--- src/rtl/bht_predictor.sv ---
// Branch history table: one 2-bit counter per line, indexed by PC word address,
// 1-cycle lookup with write-first bypass and a line-at-a-time clear sequencer.
module bht_predictor #(
    parameter int LINES    = 32,
    parameter int PC_WIDTH = 32
) (
    input  logic                clk,
    input  logic                rst_n,
    input  logic [PC_WIDTH-1:0] guess_pc,
    input  logic                guess_valid,
    output logic                pred_valid,
    output logic                pred_taken,
    input  logic [PC_WIDTH-1:0] check_pc,
    input  logic                check_valid,
    input  logic                check_taken,
    input  logic                clear,
    output logic                busy
);
    localparam int IDX = $clog2(LINES);
    localparam logic [1:0] CTR_INIT = 2'b01;

    typedef enum logic {IDLE, CLEAR} state_t;

    state_t         state, state_nxt;
    logic [IDX-1:0] ptr, ptr_nxt;
    logic [1:0]     ctr_mem [LINES];
    logic [IDX-1:0] guess_idx, check_idx;
    logic           upd_en;
    logic [1:0]     upd_val;
    logic           taken_nxt;
    logic           unused_pc_bits;

    // Weak states jump straight to the opposite strong state on a misprediction.
    function automatic logic [1:0] next_ctr(input logic [1:0] ctr, input logic taken);
        logic [1:0] res;
        if (taken) begin
            res = (ctr == 2'b01) ? 2'b00 : 2'b11;
        end else begin
            res = (ctr == 2'b11) ? 2'b10 : 2'b01;
        end
        return res;
    endfunction

    assign guess_idx      = guess_pc[IDX+1:2];
    assign check_idx      = check_pc[IDX+1:2];
    assign unused_pc_bits = ^{guess_pc[PC_WIDTH-1:IDX+2], guess_pc[1:0],
                              check_pc[PC_WIDTH-1:IDX+2], check_pc[1:0]};

    // A check arriving in the same cycle as the clear request is dropped.
    assign upd_en  = (state == IDLE) && check_valid && !clear;
    assign upd_val = next_ctr(ctr_mem[check_idx], check_taken);
    assign busy    = (state == CLEAR);

    always_comb begin
        state_nxt = state;
        ptr_nxt   = ptr;
        taken_nxt = 1'b0;
        case (state)
            IDLE: begin
                if (guess_valid) begin
                    taken_nxt = (upd_en && (check_idx == guess_idx)) ? upd_val[1]
                                                                     : ctr_mem[guess_idx][1];
                end
                if (clear) begin
                    state_nxt = CLEAR;
                    ptr_nxt   = '0;
                end
            end
            CLEAR: begin
                ptr_nxt = ptr + IDX'(1);
                if (ptr == IDX'(LINES - 1)) begin
                    state_nxt = IDLE;
                end
            end
            default: begin
                state_nxt = IDLE;
                ptr_nxt   = '0;
            end
        endcase
    end

    // Stage p0 -> p1: control state and registered prediction
    always_ff @(posedge clk or negedge rst_n) begin
        if (!rst_n) begin
            state      <= IDLE;
            ptr        <= '0;
            pred_valid <= 1'b0;
            pred_taken <= 1'b0;
        end else begin
            state      <= state_nxt;
            ptr        <= ptr_nxt;
            pred_valid <= guess_valid;
            pred_taken <= taken_nxt;
        end
    end

    always_ff @(posedge clk or negedge rst_n) begin
        if (!rst_n) begin
            for (int i = 0; i < LINES; i++) begin
                ctr_mem[i] <= CTR_INIT;
            end
        end else if (state == CLEAR) begin
            ctr_mem[ptr] <= CTR_INIT;
        end else if (upd_en) begin
            ctr_mem[check_idx] <= upd_val;
        end
    end
endmodule

--- config.mk ---
export PLATFORM = sky130hd
export DESIGN_NAME = bht_predictor
export DESIGN_NICKNAME = d
export VERILOG_FILES = /design/src/rtl/bht_predictor.sv
export SDC_FILE = /design/constraint.sdc
export NUM_CORES = 1
export LEC_CHECK = 0
export BUFFER_PORTS_ARGS = -buffer_cell sky130_fd_sc_hd__buf_4
export CORE_MARGIN = 5
export CORE_UTILIZATION = 35
export CTS_CLUSTER_SIZE = 20
export DETAILED_ROUTE_END_ITERATION = 7
export GPL_TIMING_DRIVEN = 0
export HOLD_SLACK_MARGIN = 0.12
export PLACE_DENSITY_LB_ADDON = 0.15
export SLEW_MARGIN = 30
export SYNTH_ARGS = -nofsm -noshare
export SYNTH_HDL_FRONTEND = slang
export SYNTH_SLANG_ARGS = --single-unit
export TNS_END_PERCENT = 5
--- constraint.sdc ---
create_clock -name clk -period 2 [get_ports clk]
set_input_delay 0.4 -clock clk [delete_from_list [all_inputs] [get_ports clk]]
set_output_delay 0.4 -clock clk [all_outputs]
set_load 0.005 [all_outputs]
==> impl_metrics.tcl <==
set metrics [dict create \
    drtAntennaViolNets 0 \
    max_cap_viol_count 0 \
    mostFrequentLayoutCells "nand2_1 (74), nand3_1 (57), dfrtp_1 (40)" \
    max_stage_delay_ns 0.48 \
    routedWlPerCell_microns 22.5 \
    viasPerCell 5.87 \
    areaGrowthSynthToFinish_pct 18.7 \
    ir_drop_uv 419 \
    synth_warnings 0 \
    path_clk_slew_ns 0.05 \
    design.portCount 73 \
    drive_gt1_share_pct 29.4 \
    ys_seq_elements 72 \
    maxSlewViolCount 0 \
    syn_area_per_cell_sq_um 10.0 \
    ys_types 47 \
    syn_area_sq_um 4530 \
    cp-end-kind "flip-flop" \
    hold_viol_final 0 \
    path_buf_inv 2 \
    nets 564 \
    cp_data_required_time_ns 2.25 \
    status "finished, violations left" \
    root_buffer "clkbuf_16" \
    p_leak_nw 2.15 \
    drt_wl_total_microns 15000 \
    worstPathMaxFanout 10 \
    yosys-top-cells-area "dfrtp_1 (22%), dfstp_2 (19%), o221ai_2 (7.3%)" \
    fillers 1262 \
    rr_endpoint "ctr_mem[60]" \
    setup_viol 65 \
    rows 41 \
    maxSlewHeadroom_pct 36.1 \
    core_area_sq_um 12700 \
    dieArea_sq_um 15300 \
    clk_path_buf_depth 2 \
    synth-seq-area-share_pct 40.7 \
    hold_path.class "primary input to async pin" \
    critPathLaunchType "flip-flop" \
    final.setup_skew_ns 0.0114 \
    track_usage_pct 20.8 \
    power_density_nw_per_um2 877 \
    dp_hpwl_microns 10200 \
    crit_family "compound AO/OA/AOI/OAI gates" \
    place_congestion 0.837 \
    reg2reg_slack_ns -0.34 \
    cts_hold_buf 0 \
    detail_route.iter0.violations 299 \
    hold_slack_ns 0.0866 \
    fmax_ghz 0.427 \
    synth_top_flop_cell "dfrtp_1" \
    worst_slew_pin_slew_ns 0.957 \
    htreeDepth 3 \
    violations "negative setup slack" \
    placed_cells 642 \
    vias 3907 \
    synth_largest_area_cell "dfrtp_1" \
    synthArstFlopShare_pct 100 \
    tritoncts "done" \
    antenna_cells 0 \
    grt_max_degree 73 \
    postSynthCellCount 453 \
    crit_path_cell_trace "mux4_2 > a22o_1 > a221oi_4 > a31oi_2 > nor3b_4 > buf_6 > buf_12 > o221ai_2" \
    chipWidth_microns 124 \
    dr.pass1.iters 6 \
    drc_errors 0 \
    cts_buffers 9 \
    crit_type "flip-flop to flip-flop" \
    critical-path-slowest-cell "mux4_2" \
    antenna_found_initial 0 \
    port_buffers 16 \
    synth-edff-count 0 \
    stdcell_count 666 \
    grt_pass1_vias 3948 \
    mostFrequentLayoutCell "nand2_1" \
    grt_overflow 0 \
    insertion_delay_ns 0.35 \
    clock-sinks 72 \
    rr_worst_depth 8 \
    synth_top_area_share_pct 22.1 \
    timing.final.crit_share_pct 117 \
    worst_slack_ns -0.341 \
    die_h_microns 124 \
    syn_nets 528 \
    grt_pass1_wl_microns 23200 \
    arrival_ns 2.59 \
    r2r_start "ctr_mem[23]" \
    start_util_pct 35.7 \
    fin_crit_ns 2.34 \
    rsz0062_at_grt "yes" \
]
## cells in the mapped netlist (9+ instances only)
cell type / n
dfstp_2: 32
dfrtp_1: 40
nand3_1: 58
a21oi_1: 30
nor2_1: 10
o221ai_2: 22
clkbuf_1: 20
o21ai_0: 9
mux4_2: 12
mux2i_1: 21
o21ai_1: 28
nand2_1: 75
## per-layer routing
metal / part of all wire (%) / global-route usage, % / wire, microns
met1: 45 / 27.9 / 6730
met2: 46 / 32.5 / 6920
met3: 6.4 / 5.45 / 953
met4: 2.4 / 7.13 / 359
met5: 0 / 0 / 0
## kinds of logic (layout without fill, tap and decap cells)
logic type,after synthesis,after routing,synth area share (%)
AO/OA/AOI/OAI,112,112,19.0
XOR/XNOR,7,7,1.35
adder cells (fa/ha/maj),5,5,1.38
buffers and inverters,41,82,4.53
flip-flops,72,72,40.7
multiplexers,43,43,14.8
AND/OR/NAND/NOR,173,173,18.4
## timing repair
item	in CTS	in global routing
gates resized for setup	31	6
setup buffers	7	0
pin swaps	11	1
endpoints found under the setup margin	67	66
cloned	1	0
## power breakdown
group	internal [W]	total [W]	switching, W
Combinational	0.000459	0.00156	0.00110
Sequential	0.00157	0.00166	0.0000910
Clock	0.000874	0.00150	0.000623
## state kept, by name (all words and copies together) (netlist names)
register and flops:
ptr 5, pred_taken 1, busy 1, ctr_mem 64
pred_valid 1
## worst max path at each step
stage                 from          end  slack [ns]  depth (start not counted)
6_report       ctr_mem[23]  ctr_mem[60]       -0.34                          8
5_1_grt        ctr_mem[23]  ctr_mem[60]       -0.43                          8
4_1_cts        ctr_mem[17]  ctr_mem[38]       -0.30                          8
3_5_place_dp   check_pc[2]  ctr_mem[23]       -0.92                         10
3_3_place_gp   check_pc[3]  ctr_mem[58]       -1.12                          7
2_1_floorplan  check_pc[2]  ctr_mem[12]       -0.28                          8
## per-stage QoR
step | setup WS [ns] | total power [W] | util [%] | cell area, sq um | setup TNS [ns]
6_report | -0.341 | 0.00472 | 42.4 | 5380 | -19.35
5_1_grt | -0.426 | 0.00494 | 42.4 | 5380 | -25.27
4_1_cts | -0.296 | 0.00474 | 42.2 | 5350 | -16.85
3_5_place_dp | -0.917 | 0.00313 | 38.7 | 4910 | -55.29
3_3_place_gp | -1.12 | 0.00310 | 38.5 | 4880 | -58.47
2_1_floorplan | -0.280 | 0.00254 | - | 4550 | -14.70
## cell type report
class / count / area, sq um / share of cell area, %
Timing Repair Buffer: 25 / 193 / 3.58
Tap cell: 172 / 215 / 4.00
Sequential cell: 72 / 1840 / 34.3
Clock buffer: 15 / 258 / 4.80
Inverter: 6 / 22.5 / 0.419
Buffer: 35 / 244 / 4.54
Multi-Input combinational cell: 340 / 2600 / 48.3
Clock inverter: 1 / 5.00 / 0.0931
Power figures use the tool's default switching activity.
